File: src/rtl/calc_entry_ctrl.sv
// calc_entry_ctrl
//   Keypad entry controller for the calculator datapath. Decoded key events
//   drive an operand-A / operator / operand-B / result sequence. The two-digit
//   operand registers, their binary values, the one-hot operation code and the
//   display phase code are all registered and feed the digit mux directly.
//
// Ports
//   clk          system clock
//   reset        asynchronous, active-high reset
//   key_valid    one-cycle strobe qualifying key_code
//   key_code     0-9 digit, 10 add, 11 sub, 12 mul, 13 clear, 14 backspace, 15 equals
//   tens_mem_1   operand A tens digit (BLANK_CODE when empty)
//   ones_mem_1   operand A ones digit (BLANK_CODE when empty)
//   tens_mem_2   operand B tens digit (BLANK_CODE when empty)
//   ones_mem_2   operand B ones digit (BLANK_CODE when empty)
//   num_state    display phase: 000 ENTER_A, 010 ENTER_B, 011 RESULT
//   arithmetic   one-hot operation: bit0 add, bit1 sub, bit2 mul
//   operand_a    binary value of operand A (blank digits count as 0)
//   operand_b    binary value of operand B (blank digits count as 0)
//   result_valid one-cycle pulse on entry to (or re-entry of) RESULT
//   key_err      one-cycle pulse when a strobed key is ignored
module calc_entry_ctrl #(
    parameter int DIGIT_W    = 5,
    parameter int BLANK_CODE = 11
) (
    input  logic               clk,
    input  logic               reset,
    input  logic               key_valid,
    input  logic [3:0]         key_code,
    output logic [DIGIT_W-1:0] tens_mem_1,
    output logic [DIGIT_W-1:0] ones_mem_1,
    output logic [DIGIT_W-1:0] tens_mem_2,
    output logic [DIGIT_W-1:0] ones_mem_2,
    output logic [2:0]         num_state,
    output logic [4:0]         arithmetic,
    output logic [6:0]         operand_a,
    output logic [6:0]         operand_b,
    output logic               result_valid,
    output logic               key_err
);

    localparam logic [DIGIT_W-1:0] BLANK = DIGIT_W'(BLANK_CODE);

    typedef enum logic [2:0] {
        ENTER_A = 3'b000,
        ENTER_B = 3'b010,
        RESULT  = 3'b011
    } state_t;

    state_t             state_q, state_d;
    logic [DIGIT_W-1:0] a_tens_q, a_tens_d, a_ones_q, a_ones_d;
    logic [DIGIT_W-1:0] b_tens_q, b_tens_d, b_ones_q, b_ones_d;
    logic [4:0]         arith_q, arith_d;
    logic [6:0]         opa_q, opa_d, opb_q, opb_d;
    logic               rv_q, rv_d, err_q, err_d;

    logic [DIGIT_W-1:0] dig;
    logic               is_digit, is_op;
    logic [4:0]         op_onehot;
    logic [1:0]         a_cnt, b_cnt;

    // Digit count is implied by which registers are blank: ones fills first.
    function automatic logic [1:0] digit_count(input logic [DIGIT_W-1:0] tens,
                                               input logic [DIGIT_W-1:0] ones);
        if (ones == BLANK)      return 2'd0;
        else if (tens == BLANK) return 2'd1;
        else                    return 2'd2;
    endfunction

    function automatic logic [6:0] digit_value(input logic [DIGIT_W-1:0] tens,
                                               input logic [DIGIT_W-1:0] ones);
        logic [6:0] t, o;
        t = (tens == BLANK) ? '0 : 7'(tens);
        o = (ones == BLANK) ? '0 : 7'(ones);
        return t * 7'd10 + o;
    endfunction

    assign dig      = DIGIT_W'(key_code);
    assign is_digit = (key_code <= 4'd9);
    assign is_op    = (key_code >= 4'd10) && (key_code <= 4'd12);
    assign a_cnt    = digit_count(a_tens_q, a_ones_q);
    assign b_cnt    = digit_count(b_tens_q, b_ones_q);

    always_comb begin
        op_onehot = '0;
        case (key_code)
            4'd10:   op_onehot = 5'b00001;
            4'd11:   op_onehot = 5'b00010;
            4'd12:   op_onehot = 5'b00100;
            default: op_onehot = '0;
        endcase
    end

    always_comb begin
        state_d  = state_q;
        a_tens_d = a_tens_q;
        a_ones_d = a_ones_q;
        b_tens_d = b_tens_q;
        b_ones_d = b_ones_q;
        arith_d  = arith_q;
        rv_d     = 1'b0;
        err_d    = 1'b0;

        if (key_valid) begin
            if (key_code == 4'd13) begin
                state_d  = ENTER_A;
                a_tens_d = BLANK;
                a_ones_d = BLANK;
                b_tens_d = BLANK;
                b_ones_d = BLANK;
                arith_d  = '0;
            end else begin
                case (state_q)
                    ENTER_A: begin
                        if (is_digit) begin
                            if (a_cnt == 2'd0) begin
                                a_ones_d = dig;
                            end else if (a_cnt == 2'd1) begin
                                a_tens_d = a_ones_q;
                                a_ones_d = dig;
                            end else begin
                                err_d = 1'b1;
                            end
                        end else if (is_op) begin
                            if (a_cnt != 2'd0) begin
                                arith_d  = op_onehot;
                                state_d  = ENTER_B;
                                b_tens_d = BLANK;
                                b_ones_d = BLANK;
                            end else begin
                                err_d = 1'b1;
                            end
                        end else if (key_code == 4'd14) begin
                            if (a_cnt == 2'd2) begin
                                a_ones_d = a_tens_q;
                                a_tens_d = BLANK;
                            end else if (a_cnt == 2'd1) begin
                                a_ones_d = BLANK;
                            end else begin
                                err_d = 1'b1;
                            end
                        end else begin
                            err_d = 1'b1;
                        end
                    end
                    ENTER_B: begin
                        if (is_digit) begin
                            if (b_cnt == 2'd0) begin
                                b_ones_d = dig;
                            end else if (b_cnt == 2'd1) begin
                                b_tens_d = b_ones_q;
                                b_ones_d = dig;
                            end else begin
                                err_d = 1'b1;
                            end
                        end else if (is_op) begin
                            arith_d = op_onehot;
                        end else if (key_code == 4'd14) begin
                            if (b_cnt == 2'd2) begin
                                b_ones_d = b_tens_q;
                                b_tens_d = BLANK;
                            end else if (b_cnt == 2'd1) begin
                                b_ones_d = BLANK;
                            end else begin
                                // Backing out of an empty B returns to A editing.
                                state_d = ENTER_A;
                                arith_d = '0;
                            end
                        end else begin
                            if (b_cnt != 2'd0) begin
                                state_d = RESULT;
                                rv_d    = 1'b1;
                            end else begin
                                err_d = 1'b1;
                            end
                        end
                    end
                    RESULT: begin
                        if (is_digit) begin
                            state_d  = ENTER_A;
                            a_tens_d = BLANK;
                            a_ones_d = dig;
                            b_tens_d = BLANK;
                            b_ones_d = BLANK;
                            arith_d  = '0;
                        end else if (key_code == 4'd15) begin
                            rv_d = 1'b1;
                        end else begin
                            err_d = 1'b1;
                        end
                    end
                    default: state_d = ENTER_A;
                endcase
            end
        end

        // Values are taken from the next digit contents so they update on the
        // same edge as the digit registers.
        opa_d = digit_value(a_tens_d, a_ones_d);
        opb_d = digit_value(b_tens_d, b_ones_d);
    end

    always_ff @(posedge clk or posedge reset) begin
        if (reset) begin
            state_q  <= ENTER_A;
            a_tens_q <= BLANK;
            a_ones_q <= BLANK;
            b_tens_q <= BLANK;
            b_ones_q <= BLANK;
            arith_q  <= '0;
            opa_q    <= '0;
            opb_q    <= '0;
            rv_q     <= 1'b0;
            err_q    <= 1'b0;
        end else begin
            state_q  <= state_d;
            a_tens_q <= a_tens_d;
            a_ones_q <= a_ones_d;
            b_tens_q <= b_tens_d;
            b_ones_q <= b_ones_d;
            arith_q  <= arith_d;
            opa_q    <= opa_d;
            opb_q    <= opb_d;
            rv_q     <= rv_d;
            err_q    <= err_d;
        end
    end

    assign tens_mem_1   = a_tens_q;
    assign ones_mem_1   = a_ones_q;
    assign tens_mem_2   = b_tens_q;
    assign ones_mem_2   = b_ones_q;
    assign num_state    = state_q;
    assign arithmetic   = arith_q;
    assign operand_a    = opa_q;
    assign operand_b    = opb_q;
    assign result_valid = rv_q;
    assign key_err      = err_q;

endmodule

File: config.mk
export PLATFORM = sky130hd
export DESIGN_NAME = calc_entry_ctrl
export DESIGN_NICKNAME = d
export VERILOG_FILES = /design/src/rtl/calc_entry_ctrl.sv
export SDC_FILE = /design/constraint.sdc
export NUM_CORES = 1
export LEC_CHECK = 0
export ABC_AREA = 1
export CAP_MARGIN = 20
export CORE_MARGIN = 5
export CORE_UTILIZATION = 60
export CTS_CLUSTER_SIZE = 16
export DETAILED_ROUTE_END_ITERATION = 6
export GPL_TIMING_DRIVEN = 0
export MAX_ROUTING_LAYER = met4
export PLACE_DENSITY = 0.95
export SLEW_MARGIN = 20
export SYNTH_ARGS = -nofsm -noshare
export SYNTH_HDL_FRONTEND = slang
export SYNTH_SLANG_ARGS = --single-unit
File: constraint.sdc
create_clock -name clk -period 8.15 [get_ports clk]
set_clock_uncertainty 0.1 [all_clocks]
set_input_delay 1.2225 -clock clk [delete_from_list [all_inputs] [get_ports clk]]
set_output_delay 1.2225 -clock clk [all_outputs]
set_load 0.02 [all_outputs]
=== After elaboration in Yosys (flattened, before gate mapping) ===
Cells that the tools add are included.

* $add $sub $neg: 2
* $mul: 2
* Order comparisons: 3
* Equal/unequal tests: 32
* Mux-type cells: 107
* Reductions and logical operators: 9

{| class="wikitable"
|+ Operator list
! cell !! count
|-
| $mux W5 || 58
|-
| $pmux W5 S3 || 3
|-
| $eq A5 B4 Y1 const B || 8
|-
| $mux W3 || 11
|-
| $mux W1 || 25
|-
| $eq A4 B4 Y1 const B || 6
|-
| $ne A4 B4 Y1 const B || 6
|-
| $pmux W5 S2 || 2
|-
| $reduce_and A10 Y1 || 2
|-
| $ne A3 B3 Y1 const B || 6
|-
| $pmux W3 S3 || 2
|-
| $add A7 B5 Y7 || 2
|-
| $mul A5 B3 Y6 const B || 2
|-
| $le A4 B4 Y1 const B || 2
|-
| $mux W2 || 4
|-
| $eq A3 B2 Y1 const B || 2
|-
| $eq A2 B1 Y1 const B || 2
|-
| $eq A2 B2 Y1 const B || 2
|-
| $ge A4 B4 Y1 const B || 1
|-
| $logic_not A2 Y1 || 2
|-
| $reduce_bool A2 Y1 || 2
|-
| $reduce_bool A4 Y1 || 1
|-
| $logic_not A3 Y1 || 1
|-
| $pmux W1 S3 || 1
|-
| other kinds (2) || 2
|}

* Flip-flop bits (word level): 44
* Input bits: 7
* Logic and storage cells: 165

=== Logic depth before layout (Yosys ltp) ===
* Word-level depth: 15
* Depth in mapped cells: 27
* Mapped depth without buffers: 27

=== Least setup slack after synthesis ===
Ideal clock, no wire load.

* Path type: input-to-reg
* Start: in key_code[0]
* End: reg opb_q[6], in the netlist operand_b[6]
* Data arrival time: 4.019 ns
* Required time: 7.937 ns
* Slack: 3.918 ns
* Stages on the path: 25
* Cell sequence: inv_2 -> nand2_1 -> nor2_8 -> nand3_2 -> nand2_1 -> nand3b_1 -> nand2_1 -> nand2_1 -> nand2_1 -> nand2_1 -> nor2_1 -> nand3_2 -> nand2_1 -> inv_1 -> ha_1 -> ha_1 -> ha_1 -> inv_1 -> nor2_1 -> nor2_1 -> nor2_1 -> xor2_1 -> nand3_1 -> nand2_1 -> inv_1

* Cells in the longest elaborated chain, start to end: 11
* Elaborated cells on any way between the ends: 32

{| class="wikitable"
|+ RTL lines
! element !! line !! RTL
|-
| start, declared || 29 || <nowiki>input logic [3:0] key_code,</nowiki>
|-
| $ge A4 B4 Y1 (tied with other cells) || 80 || <nowiki>assign is_op = (key_code >= 4'd10) && (key_code <= 4'd12);</nowiki>
|-
| $logic_and A1 B1 Y1 or $mux W5 (tied branches) || 80, 158 ||
|-
| $mux W5 (on tied branches) || 156, 124 ||
|-
| $mux W5 (on tied branches) || 147, 115 ||
|-
| $pmux W5 S3 || 113 || <nowiki>case (state_q)</nowiki>
|-
| $mux W5 || 105 || <nowiki>if (key_code == 4'd13) begin</nowiki>
|-
| $mux W5 || 104 || <nowiki>if (key_valid) begin</nowiki>
|-
| $eq A5 B4 Y1 || 73 || <nowiki>t = (tens == BLANK) ? '0 : 7'(tens);</nowiki>
|-
| $mux W5 || 73 ||
|-
| $mul A5 B3 Y6 || 75 || <nowiki>return t * 7'd10 + o;</nowiki>
|-
| $add A7 B5 Y7 * || 75 ||
|-
| via opb_d[6] || 54 || <nowiki>logic [6:0] opa_q, opa_d, opb_q, opb_d;</nowiki>
|-
| end signal, assigned || 223 || <nowiki>opb_q <= opb_d;</nowiki>
|-
| end, declared || 54 ||
|}

The timed path passes the listed nets; every way through them passes the cells marked *.
A chain may end at the register's enable or synchronous reset.

=== Worst setup path in the final report ===
* Start: in key_code[3]
* End: reg opb_q[6], in the netlist operand_b[6]

* Cells in the longest elaborated chain, start to end: 11
* Elaborated cells on any way between the ends: 32

{| class="wikitable"
|+ RTL lines
! element !! line !! RTL
|-
| $ge A4 B4 Y1 (tied with other cells) || 80 ||
|-
| $logic_and A1 B1 Y1 or $mux W5 (tied branches) || 80, 158 ||
|-
| $mux W5 (on tied branches) || 156, 124 ||
|-
| $mux W5 (on tied branches) || 147, 115 ||
|-
| $pmux W5 S3 || 113 ||
|-
| $mux W5 * || 105 ||
|-
| $mux W5 * || 104 ||
|-
| via b_tens_d[1] || 52 || <nowiki>logic [DIGIT_W-1:0] b_tens_q, b_tens_d, b_ones_q, b_ones_d;</nowiki>
|-
| $eq A5 B4 Y1 || 73 ||
|-
| $mux W5 * || 73 ||
|-
| $mul A5 B3 Y6 * || 75 ||
|-
| $add A7 B5 Y7 * || 75 ||
|-
| via opb_d[6] || 54 ||
|}

Marks and branches as above.

==> results_dict.tcl <==
set metrics [dict create \
    power_density_mw_per_mm2 492 \
    holdCritStartpoint "arithmetic[2]" \
    synthTopCellsByArea "dfrtp_1, nand2_1, inv_1, dfstp_2, a21oi_1" \
    cts-htree-levels 2 \
    die_w_um 90.1 \
    intPower_mw 1.04 \
    yosys.area.top_type "dfrtp_1" \
    grt_pass1_wl_um 19000 \
    gp_congestion 0.953 \
    synthToLayoutAreaGrowth_pct 18.6 \
    slew_violations 0 \
    drc 0 \
    clock_latency_ns 0.30 \
    startpoint "key_code[3]" \
    cts.sinks 41 \
    netlist_instances 572 \
    setup.reg_to_reg.worst_slack_ns 3.90 \
    cts-root-buf "clkbuf_8" \
    async_flop_share_pct 100 \
    synth_compound_area_share_pct 14.5 \
    holdBufCountCts 0 \
    rsz0062_at_grt "no" \
    drtAntennaViolNets 0 \
    status "finished clean" \
    synth_mux_area_share_pct 0 \
    arrival_ns 5.13 \
    reg2reg_depth 26 \
    finalCritPeriodShare_pct 61.7 \
    hp-class "reg -> reg" \
    ys_seq_area_share_pct 27.1 \
    maxCapViolCount 0 \
    initial_core_util_pct 61.3 \
    clockBufferDepth 2 \
    synth-xor-area-share_pct 1.59 \
    post_cts_resized 0 \
    critPathSlowestCell "clkdlybuf4s50_1" \
    cts_tree "yes" \
    min_path_cells 2 \
    ioPinCount 51 \
    switchingPower_mw 1.20 \
    finalNonFillerCells 707 \
    period_minus_slack_ns 5.03 \
    fmax_ghz 0.199 \
    dr.pass1.iters 7 \
    core_mm2 0.00628 \
    yosys_warnings 0 \
    grt_usage_pct 28.7 \
    crit_path_max_fanout 6 \
    numPortBuffers 47 \
    syn_avg_cell_area_um2 6.72 \
    vias_per_cell 5.80 \
    grt_pass1_vias 3881 \
    synthAdderAreaFrac_pct 6.96 \
    fin_util_pct 72.7 \
    pwr-share-comb_pct 73.0 \
    syn-cell-area_mm2 0.00385 \
    vdd_drop_max_v 0.000415 \
    cts_setup_buffers 0 \
    finalSetupTns_ns 0 \
    cts.clk_slew.worst_paths_ns 0.09 \
    dr_total_vias 4098 \
    synth_top_family_by_area "simple AND/OR/NAND/NOR gates" \
    postRouteWirelength_um 11400 \
    crit_required_ns 8.25 \
    slew_headroom_pct 60.2 \
    wl_per_cell_um 16.2 \
    die-area_mm2 0.00811 \
    hold_viol 0 \
    synth_ff_type "dfrtp_1" \
    synth_edf_count 0 \
    crit_path_end_kind "flip-flop" \
    nNetsFinal 655 \
    synth_top_area_share_pct 18.9 \
    synth-seq-cells 41 \
    antenna_found_initial 0 \
    min_to "arithmetic[2]" \
    dp_cells 699 \
    critPathKind "in -> reg" \
    p_leak_nw 2.38 \
    seq_power_share_pct 19.2 \
    netSwitchingFraction_pct 53.7 \
    drive_gt1_share_pct 14.3 \
    power.share.clock_pct 7.8 \
    grt_max_degree 23 \
    dpl.hpwl_um 8790 \
    cts_made_buffers 5 \
    slowest_delay_ns 0.67 \
    worst_pin_slew_ns 0.597 \
    drt_iter0_markers 467 \
    yosys.area_share.simple_pct 37.0 \
    die_h_um 90.1 \
    rows 29 \
    reg2reg_to "operand_b[6]" \
    finalSetupViolations 0 \
    insertedDiodeCount 0 \
    grt-ovfl-total 0 \
    r2r_start "num_state[1]" \
    crit_path_start_kind "input pin" \
    synth.distinct_cells 48 \
]
-- layer usage --
metal  up-vias  wire length (um)  share of wire [%]  GRT usage [%]
li1       1934                 -                  -              -
met1      1920              4890                 43           39.4
met2       232              5420                 47           45.1
met3        12               988                8.6           4.01
met4         0               125                1.1           6.70
met5         -                 0                  0              -
-- cell families (layout without fill, tap and decap cells) --
logic type / count (synthesis) / in the layout
other: 1 / 3
buffers and inverters: 113 / 169
AND/OR/NAND/NOR: 296 / 296
AO/OA/AOI/OAI: 95 / 95
adder cells (fa/ha/maj): 19 / 19
XOR/XNOR: 7 / 7
flip-flops: 41 / 41
-- worst max path at each step --
| stage | endpoint | slack [ns] |
|---|---|---|
| 4_1_cts | operand_b[6] | 3.14 |
| 6_report | operand_b[6] | 3.12 |
| 5_1_grt | operand_b[6] | 2.79 |
| 3_3_place_gp | operand_b[6] | 2.93 |
| 3_5_place_dp | operand_b[6] | 2.83 |
| 2_1_floorplan | operand_b[6] | 3.92 |
-- power by group through the flow --
stage          registers [mW]  logic (mW)  clock network, mW
6_report                0.431        1.64              0.174
3_5_place_dp            0.427        1.61                  0
5_1_grt                 0.441        1.84              0.186
4_1_cts                 0.425        1.62              0.174
3_3_place_gp            0.427        1.55                  0
2_1_floorplan           0.514        1.05                  0
-- layout make-up --
cell class	instances	area, um2
flip-flops and latches	41	1040
inverters	95	367
plain buffers	18	124
fillers	505	1720
well taps	77	96.3
clock buffers	5	68.8
clock inverters	3	43.8
repair buffers	48	498
multi-input cells	420	2320
-- placed cells by master, fill, tap and decap left out, types with 6 or more instances in the layout --
cell             instances
a21oi_1                 48
buf_2                    6
clkdlybuf4s50_1         47
dfrtp_1                 29
dfstp_2                 12
ha_1                    15
inv_1                   85
nand2_1                155
nand2_2                 11
nand3_1                 43
nand3_2                  9
nor2_1                  41
nor2_2                   7
nor3_1                   7
o211ai_1                 6
o21ai_0                 17
-- stage by stage --
step / instance area (um2) / hold WS [ns] / setup WS, ns / total power [mW]
after global routing: 4560 / 0.420 / 2.79 / 2.46
after detailed placement: 4450 / 0.369 / 2.83 / 2.03
final: 4560 / 0.386 / 3.12 / 2.24
after floorplan: 3850 / 0.427 / 3.92 / 1.56
after CTS: 4560 / 0.392 / 3.14 / 2.22
after global placement: 4420 / 0.362 / 2.93 / 1.98
-- worst max-delay path, delay by kind of cell --
family / cells / cell delay, ns
compound gates: 2 / 0.37
simple gates: 13 / 1.46
fa+ha+maj: 3 / 0.89
xor+xnor: 1 / 0.20
buf+inv: 6 / 0.99
-- registers in the layout, summed over array words and instances, names as in the netlist --
signal        flops
operand_a         7
operand_b         7
ones_mem_1        5
ones_mem_2        5
tens_mem_1        5
tens_mem_2        5
arithmetic        3
num_state         2
key_err           1
result_valid      1
-- synth_stat cells (3+ instances only) --
library cell	count
clkbuf_1	4
fa_1	4
ha_1	15
nand3_1	43
dfrtp_1	29
a21oi_1	48
inv_1	86
nand2_1	155
nand3_2	9
nor2_2	7
o21ai_1	3
buf_2	6
buf_6	5
nand3b_1	3
nor2_1	41
nand2_4	3
nand4_1	5
xor2_1	4
inv_2	4
xnor2_1	3
nor3_1	7
buf_4	3
a21oi_2	5
nand2_2	11
a211oi_1	3
o21ai_0	17
o211ai_1	6
dfstp_2	12
inv_4	4
Power figures use the tool's default switching activity.
